## src/rtl/adder_cla_multicycle.sv

```systemverilog
// Multi-cycle add/subtract: one CHUNK-bit carry-lookahead slice per clock, LSB first,
// with the inter-slice carry held in a register between cycles.

module cla_slice #(
  parameter int CHUNK = 8
) (
  input  logic [CHUNK-1:0] a,
  input  logic [CHUNK-1:0] b,
  input  logic             c_in,
  output logic [CHUNK-1:0] sum,
  output logic             c_out
);
  logic [CHUNK-1:0] g, p;
  logic [CHUNK:0]   c;

  assign g = a & b;
  assign p = a | b;

  // Each carry is the flat sum-of-products over generate/propagate terms,
  // so no carry depends on the previous bit's carry.
  always_comb begin
    logic term;
    term = 1'b0;
    c    = '0;
    c[0] = c_in;
    for (int i = 0; i < CHUNK; i++) begin
      term = c_in;
      for (int m = 0; m <= i; m++) term = term & p[m];
      c[i+1] = term;
      for (int j = 0; j <= i; j++) begin
        term = g[j];
        for (int m = j + 1; m <= i; m++) term = term & p[m];
        c[i+1] = c[i+1] | term;
      end
    end
  end

  assign sum   = a ^ b ^ c[CHUNK-1:0];
  assign c_out = c[CHUNK];
endmodule

module adder_cla_multicycle #(
  parameter int WIDTH = 32,
  parameter int CHUNK = 8
) (
  input  logic             clock,
  input  logic             reset,
  input  logic             ctrl_start,
  input  logic             ctrl_sub,
  input  logic             cin,
  input  logic [WIDTH-1:0] data_a,
  input  logic [WIDTH-1:0] data_b,
  output logic [WIDTH-1:0] data_result,
  output logic             data_cout,
  output logic             data_ovf,
  output logic             data_busy,
  output logic             data_resultRDY
);
  localparam int NCH = WIDTH / CHUNK;
  localparam int KW  = (NCH > 1) ? $clog2(NCH) : 1;

  typedef enum logic [1:0] {IDLE, RUN, DONE} state_t;

  state_t                      state, state_nxt;
  logic [KW-1:0]               k;
  logic [NCH-1:0][CHUNK-1:0]   a_sl, b_sl, res_q;
  logic                        carry;
  logic [CHUNK-1:0]            sl_sum;
  logic                        sl_cout;
  logic                        accept, last;

  assign accept      = ctrl_start && (state != RUN);
  assign last        = (k == KW'(NCH - 1));
  assign data_busy   = (state == RUN);
  assign data_result = res_q;

  cla_slice #(.CHUNK(CHUNK)) u_slice (
    .a     (a_sl[k]),
    .b     (b_sl[k]),
    .c_in  (carry),
    .sum   (sl_sum),
    .c_out (sl_cout)
  );

  always_ff @(posedge clock) begin
    if (reset) state <= IDLE;
    else       state <= state_nxt;
  end

  always_comb begin
    state_nxt = state;
    case (state)
      IDLE:    if (accept) state_nxt = RUN;
      RUN:     if (last)   state_nxt = DONE;
      DONE:    state_nxt = accept ? RUN : IDLE;
      default: state_nxt = IDLE;
    endcase
  end

  always_ff @(posedge clock) begin
    if (reset) begin
      k              <= '0;
      a_sl           <= '0;
      b_sl           <= '0;
      carry          <= 1'b0;
      res_q          <= '0;
      data_cout      <= 1'b0;
      data_ovf       <= 1'b0;
      data_resultRDY <= 1'b0;
    end else if (accept) begin
      // Subtract is A + ~B + 1; the caller's cin plays no part in it.
      a_sl           <= data_a;
      b_sl           <= ctrl_sub ? ~data_b : data_b;
      carry          <= ctrl_sub ? 1'b1 : cin;
      k              <= '0;
      res_q          <= '0;
      data_cout      <= 1'b0;
      data_ovf       <= 1'b0;
      data_resultRDY <= 1'b0;
    end else if (state == RUN) begin
      res_q[k]       <= sl_sum;
      carry          <= sl_cout;
      k              <= last ? '0 : k + KW'(1);
      data_resultRDY <= last;
      if (last) begin
        data_cout <= sl_cout;
        data_ovf  <= (a_sl[NCH-1][CHUNK-1] == b_sl[NCH-1][CHUNK-1]) &&
                     (sl_sum[CHUNK-1] != a_sl[NCH-1][CHUNK-1]);
      end
    end else begin
      k              <= '0;
      data_resultRDY <= 1'b0;
    end
  end
endmodule

```

## config.mk

```make
export PLATFORM = sky130hd
export DESIGN_NAME = adder_cla_multicycle
export DESIGN_NICKNAME = d
export VERILOG_FILES = /design/src/rtl/adder_cla_multicycle.sv
export SDC_FILE = /design/constraint.sdc
export NUM_CORES = 1
export LEC_CHECK = 0
export CORE_MARGIN = 3
export CORE_UTILIZATION = 45
export CTS_CLUSTER_DIAMETER = 100
export CTS_CLUSTER_SIZE = 24
export DETAILED_ROUTE_END_ITERATION = 8
export PLACE_DENSITY = 0.75
export SYNTH_ARGS = -nofsm -noshare
export SYNTH_HDL_FRONTEND = slang
export SYNTH_SLANG_ARGS = --single-unit
export TNS_END_PERCENT = 50
```

## constraint.sdc

```tcl
create_clock -name clock -period 3.2 [get_ports clock]
set_clock_uncertainty 0.2 [all_clocks]
set_input_delay 0.64 -clock clock [delete_from_list [all_inputs] [get_ports clock]]
set_output_delay 0.64 -clock clock [all_outputs]
set_load 0.02 [all_outputs]
```

==> out/qor.yml, run 1 <==
synth:
  yosysSeqAreaShare_pct: 42.8
  syn-num-nets: 637
  netlist.area_leader.share_pct: 42.8
  synth_area_leaders: "dfxtp_1 43%, nand2_1 8.2%, mux4_2 7.4%"
  synth_cells: 547
  yosysTopAreaCell: "dfxtp_1"
  syn-cell-area_mm2: 0.00487
  synth_seq_cells: 104
  ys_warn_count: 0
  syn_area_per_cell_um2: 8.90
  ys_types: 46
floorplanning:
  rows: 37
  die_x_um: 110
  coreArea_mm2: 0.0104
  dieArea_mm2: 0.0121
  initial_core_util_pct: 46.8
  boundaryPins: 105
  fp.dieH_um: 110
placement:
  hpwl_um: 8670
  dp_slack_ns: 0.272
  io_buffers: 104
  dp.cells: 757
  place_area_mm2: 0.00597
  place.gp.congestion: 0.855
timing:
  relSlewSlack_pct: 51.3
  maxSlewViolCount: 0
  setup_ws_ns: 0.231
  setup_viol: 0
  period_share_pct: 92.8
  min_period_ns: 2.97
  setup_tns_ns: 0
  max_freq_mhz: 337
  hold_violations: 0
  worst_pin_slew_ns: 0.730
  rsz0062_at_grt: "no"
power_and_ir_drop:
  swShare_pct: 28.0
  vdd_drop_max_mv: 0.225
  combPwrFrac_pct: 19.0
  clkPwrFrac_pct: 30.0
  p_seq_share_pct: 50.9
  p_int_mw: 1.99
  total_switching_power_mw: 0.772
  leakage_nw: 2.26
  power.density_mw_per_mm2: 447
clock_tree:
  numCtsBuffers: 9
  h-tree-depth: 3
  clock-sinks: 104
  clk_path_buf_depth: 2
  clkTransAtPathRegs_ns: 0.10
  cts_tree: "yes"
  cts_resized: 0
  clock-root-buffer: "clkbuf_8"
  clock_latency_ns: 0.37
  cts_setup_buffers: 0
  hold_buffers: 0
final_layout:
  drive_above_1_share_pct: 8.63
  post-route-util_pct: 59.3
  nNetsFinal: 722
  final_cell_area_mm2: 0.00617
  final_common_cell: "nand2_1"
  antenna_cells: 0
  area_delta_synth_final_pct: 26.7
  layout_common_cells: "106 x nand2_1, 104 x dfxtp_1, 102 x clkdlybuf4s50_1"
  fillCellCount: 899
  stdcell_count: 773
grt:
  grt_max_degree: 97
  grt_pass1_wl_um: 17900
  grtUsageTotal_pct: 19.0
  grt_antenna_before_repair: 0
  gr-total-overflow: 0
  first_global_vias: 3929
worst_setup_path:
  cp.required_ns: 3.26
  cp_max_fo: 12
  endpoint_kind: "flip-flop"
  r2r_cells: 9
  worst-setup-path-type: "flip-flop to flip-flop"
  worstSetupStartpointType: "flip-flop"
  arrival_ns: 3.03
drt:
  drtAntennaViolNets: 0
  routed-wl-met2_um: 5800
  drt-total-wl_um: 11100
  highest_layer: "met4"
  viasPerCell: 5.10
  vias: 3941
  routedWlPerCell_um: 14.3
  drtPass1Iterations: 4
  wl_met1_um: 4710
  met3WireLength_um: 450
  drt_iter0_markers: 174
  drc_errors: 0
hold_path:
  whs_path_depth: 2
  hold_path_class: "flip-flop to flip-flop"
run_status:
  status: "finished clean"
run:
  cap_violations: 0
-- worst max-delay path, cell delays in order (launching register included) --
cell and delay (ns):
dfxtp_1 0.34, buf_4 0.24, mux4_2 0.56, ha_1 0.28
and2b_1 0.21, o21ai_0 0.09, a311oi_1 0.51, nor4_4 0.11
a211oi_2 0.26, nor3_2 0.07
-- synth_stat cells, drive strengths merged --
master	number
nor4b	1
fa	1
nor2	46
or2b	2
and2	6
a221oi	1
nand2	106
o21bai	2
clkbuf	24
nor3	3
buf	14
a21oi	53
nor3b	1
nand3	12
and2b	1
or4	1
o211a	1
a211oi	38
a311oi	1
nor4	3
nand2b	3
ha	20
o311ai	1
a21o	2
xnor2	37
o311a	1
xor2	1
nor2b	2
mux4	16
o21ai	15
dfxtp	104
o31ai	1
inv	26
or3	1
-- layout make-up --
type	instances	area [µm²]	area share, %
flip-flops and latches	104	2080	33.7
well taps	136	170	2.76
repair buffers	112	1100	17.9
inverters	26	97.6	1.58
clock buffers	9	124	2.01
clock inverters	7	77.6	1.26
multi-input cells	379	2520	40.8
-- final timing paths --
path                                      from                      endpoint  slack (ns)
setup / recovery               k[0]$_SDFF_PP0_         data_ovf$_SDFFE_PP0P_        0.23
hold / removal    data_result[26]$_SDFFE_PP0P_  data_result[26]$_SDFFE_PP0P_        0.26
setup reg to reg               k[0]$_SDFF_PP0_         data_ovf$_SDFFE_PP0P_        0.23
hold reg to reg   data_result[26]$_SDFFE_PP0P_  data_result[26]$_SDFFE_PP0P_        0.26
-- stage by stage --
step,hold WS [ns],power (mW)
2_1_floorplan,0.233,1.77
3_3_place_gp,0.243,1.94
3_5_place_dp,0.247,1.96
4_1_cts,0.261,2.77
5_1_grt,0.287,2.88
6_report,0.258,2.76
-- power by group through the flow --
stage | Clock [mW] | Combinational (mW) | Sequential [mW]
final | 0.828 | 0.525 | 1.40
after global routing | 0.891 | 0.582 | 1.41
after CTS | 0.839 | 0.528 | 1.40
after detailed placement | 0 | 0.526 | 1.43
after global placement | 0 | 0.510 | 1.43
after floorplan | 0 | 0.341 | 1.43
-- registers in the layout, indices dropped and copies added (netlist names) --
signal and flops:
carry 1, data_resultRDY 1, b_sl 32, a_sl 32, data_cout 1, k 2
state 2, data_result 32, data_ovf 1
-- per-layer routing --
layer	GRT usage (%)	vias up
li1	-	2011
met1	22.5	1830
met2	34.6	88
met3	3.09	12
met4	6.14	0
met5	0	-
-- logic make-up (layout without fill, tap and decap cells) --
| family | Yosys count | after routing | share of synthesized area, % |
|---|---|---|---|
| simple gates | 188 | 188 | 17.0 |
| fa+ha+maj | 21 | 21 | 5.55 |
| buf+inv | 64 | 154 | 5.58 |
| compound gates | 116 | 116 | 14.9 |
| mux | 16 | 16 | 7.40 |
| flops | 104 | 104 | 42.8 |
| xor+xnor | 38 | 38 | 6.83 |
No activity file was read; power rests on OpenSTA's default activity.
==> run 2, diff against run 1 <==
--- a/config.mk
+++ b/config.mk
@@ -11,6 +11,7 @@
 export CTS_CLUSTER_SIZE = 24
 export DETAILED_ROUTE_END_ITERATION = 8
 export PLACE_DENSITY = 0.75
+export SLEW_MARGIN = 40
 export SYNTH_ARGS = -nofsm -noshare
 export SYNTH_HDL_FRONTEND = slang
 export SYNTH_SLANG_ARGS = --single-unit
==> results of run 2 <==
Same layout as run 1: the final DEF is identical, and so are final timing and power.
==> run 3, diff against run 2 <==
--- a/config.mk
+++ b/config.mk
@@ -5,12 +5,13 @@
 export SDC_FILE = /design/constraint.sdc
 export NUM_CORES = 1
 export LEC_CHECK = 0
+export ABC_AREA = 1
 export CORE_MARGIN = 3
 export CORE_UTILIZATION = 45
 export CTS_CLUSTER_DIAMETER = 100
 export CTS_CLUSTER_SIZE = 24
 export DETAILED_ROUTE_END_ITERATION = 8
-export PLACE_DENSITY = 0.75
+export PLACE_DENSITY = 0.74
 export SLEW_MARGIN = 40
 export SYNTH_ARGS = -nofsm -noshare
 export SYNTH_HDL_FRONTEND = slang
==> run 3 against run 2 <==
  * Synthesized cell count grew 20%
  * Non-clock buffer count increased by 3
  * Critical path depth grew 5
  * Clock-buffer cell count is the same
  * Clock power fell by 4.0%
  * Maximum frequency rose by 4.2%
  * First-iteration DRC count is 83% higher
  * Hold slack gained 0.0022 ns
  * Register-to-register slack improved by 0.12 ns
  * Total power up 5.0%
  * Critical path type unchanged
  * Highest routed layer unchanged
==> out/qor.yml, run 3 <==
run_status:
  status: "finished clean"
timing:
  setup_viol: 0
  rsz0062_at_grt: "no"
  relSlewSlack_pct: 58.6
  hold_violations: 0
  worst_pin_slew_ns: 0.620
  maxSlewViolCount: 0
  setup_tns_ns: 0
  min_period_ns: 2.85
  setup_ws_ns: 0.351
  timing.hold.ws_ns: 0.260
  max_freq_mhz: 351
  period_share_pct: 89.0
clock_tree:
  cts_resized: 0
  numCtsBuffers: 9
  hold_buffers: 0
  h-tree-depth: 3
  cts_tree: "yes"
  clock_latency_ns: 0.37
  cts_setup_buffers: 0
  clock-root-buffer: "clkbuf_8"
  clk_path_buf_depth: 2
  clkTransAtPathRegs_ns: 0.11
  clock-sinks: 104
final_layout:
  stdcell_count: 893
  post-route-util_pct: 58.6
  final_common_cell: "dfxtp_1"
  final_cell_area_mm2: 0.00638
  layout_common_cells: "104 x dfxtp_1, 103 x clkdlybuf4s50_1, 95 x nor2_1"
  antenna_cells: 0
  nNetsFinal: 838
  area_delta_synth_final_pct: 26.4
  drive_above_1_share_pct: 6.64
  fillCellCount: 995
worst_setup_path:
  crit_path_start: "k[0]$_SDFF_PP0_"
  worst-setup-path-type: "flip-flop to flip-flop"
  r2r_setup_slack_ns: 0.35
  reg2reg_from: "k[0]$_SDFF_PP0_"
  cp_max_fo: 26
  worstSetupStartpointType: "flip-flop"
  cp.required_ns: 3.32
  r2r_cells: 14
  endpoint_kind: "flip-flop"
  arrival_ns: 2.97
  rr_endpoint: "data_result[29]$_SDFFE_PP0P_"
drt:
  drt-total-wl_um: 12800
  vias: 4541
  drtPass1Iterations: 5
  routedWlPerCell_um: 14.3
  drtAntennaViolNets: 0
  drc_errors: 0
  viasPerCell: 5.09
  drt_iter0_markers: 318
grt:
  grt_pass1_wl_um: 21200
  gr-total-overflow: 0
  grt_antenna_before_repair: 0
  grt_max_degree: 51
  grtUsageTotal_pct: 20.6
  first_global_vias: 4412
power_and_ir_drop:
  power.density_mw_per_mm2: 453
  power_mw: 2.89
  vdd_drop_max_mv: 0.286
  leakage_nw: 2.67
run:
  cap_violations: 0
synth:
  ys_warn_count: 0
  synth_seq_cells: 104
  ys.flop_type: "dfxtp_1"
  synth_cells: 655
  netlist.area_leader.share_pct: 41.2
  syn-num-nets: 745
  ys_top_cells_by_count: "104 x dfxtp_1, 95 x nor2_1, 80 x nand2_1, 75 x o21ai_0, 73 x inv_1"
  synth_area_leaders: "dfxtp_1 41%, o21ai_0 7.4%, nor2_1 7.1%"
  synthMostInstantiatedCell: "dfxtp_1"
  yosysSeqAreaShare_pct: 41.2
  syn_area_per_cell_um2: 7.71
  synth-async-reset-ratio_pct: 0
  synth_edf_count: 0
  ys_types: 39
  syn-cell-area_mm2: 0.00505
  yosysTopAreaCell: "dfxtp_1"
placement:
  place.gp.congestion: 0.913
  place_area_mm2: 0.00620
  dp.cells: 877
  io_buffers: 104
  hpwl_um: 9810
  dp_slack_ns: 0.386
floorplanning:
  rows: 38
  coreArea_mm2: 0.0109
  die_x_um: 112
  boundaryPins: 105
  fp.dieH_um: 112
  dieArea_mm2: 0.0125
  initial_core_util_pct: 46.4
hold_path:
  hp-start: "b_sl[6]$_SDFFE_PP0P_"
  hold_end: "b_sl[6]$_SDFFE_PP0P_"
  hold_path_class: "flip-flop to flip-flop"
  whs_path_depth: 2
## run 3: changes by cell type in the layout (fill, tap and decap cells not counted), moves of 8 or more
cell,before,now
nand4_1,0,8
inv_1,26,73
o21bai_1,2,21
o21ai_0,15,75
a32oi_1,0,16
inv_2,0,8
a211oi_1,37,9
nor2_1,45,95
mux4_2,16,0
a21oi_1,52,26
nand2_1,106,80
## run 3: worst max-delay path, cell delays in order, from the launching register on
cell and delay (ns):
dfxtp_1 0.34, inv_2 0.35, nand2_1 0.16, a32oi_1 0.35
inv_1 0.09, ha_1 0.22, inv_1 0.07, nand3_2 0.06
nand3b_1 0.14, a21oi_2 0.09, o21ai_2 0.17, a21oi_2 0.08
xnor2_1 0.32, o21bai_1 0.12, inv_1 0.06
## run 3: power by group
group | leakage, nW | total [mW] | switching [mW] | internal [mW]
Sequential | 0.853 | 1.43 | 0.0502 | 1.38
Clock | 0.0980 | 0.795 | 0.494 | 0.302
Combinational | 1.72 | 0.665 | 0.391 | 0.274
## run 3: cell families after synthesis
group           after synthesis  synth area share, %
xor+xnor                     37                 6.42
compound gates              163                 19.5
simple gates                210                 18.1
flops                       104                 41.2
fa+ha+maj                    21                 5.35
buf+inv                     120                 9.37
## run 3: layout make-up
type | count | area [µm²] | share of cell area [%]
clock buffer | 9 | 124 | 1.94
clock inverter | 7 | 62.6 | 0.980
inverter | 87 | 327 | 5.12
multi-input combinational | 431 | 2490 | 39.1
sequential | 104 | 2080 | 32.6
tap | 140 | 175 | 2.74
timing repair buffer | 115 | 1120 | 17.5
## run 3: per-layer routing
layer	wire length, µm	global-route usage, %	up-vias
li1	-	-	2313
met1	5940	27.3	2063
met2	6010	34.7	146
met3	618	2.72	19
met4	212	6.65	0
met5	0	0	-
## run 3: worst max-delay path by stage
| stage | end | slack [ns] | depth (start not counted) |
|---|---|---|---|
| after CTS | data_result[29]$_SDFFE_PP0P_ | 0.36 | 14 |
| final | data_result[29]$_SDFFE_PP0P_ | 0.35 | 14 |
| after global routing | data_ovf$_SDFFE_PP0P_ | 0.01 | 19 |
| after detailed placement | data_result[29]$_SDFFE_PP0P_ | 0.39 | 14 |
| after floorplan | data_result[29]$_SDFFE_PP0P_ | 0.52 | 15 |
| after global placement | data_ovf$_SDFFE_PP0P_ | 0.44 | 17 |
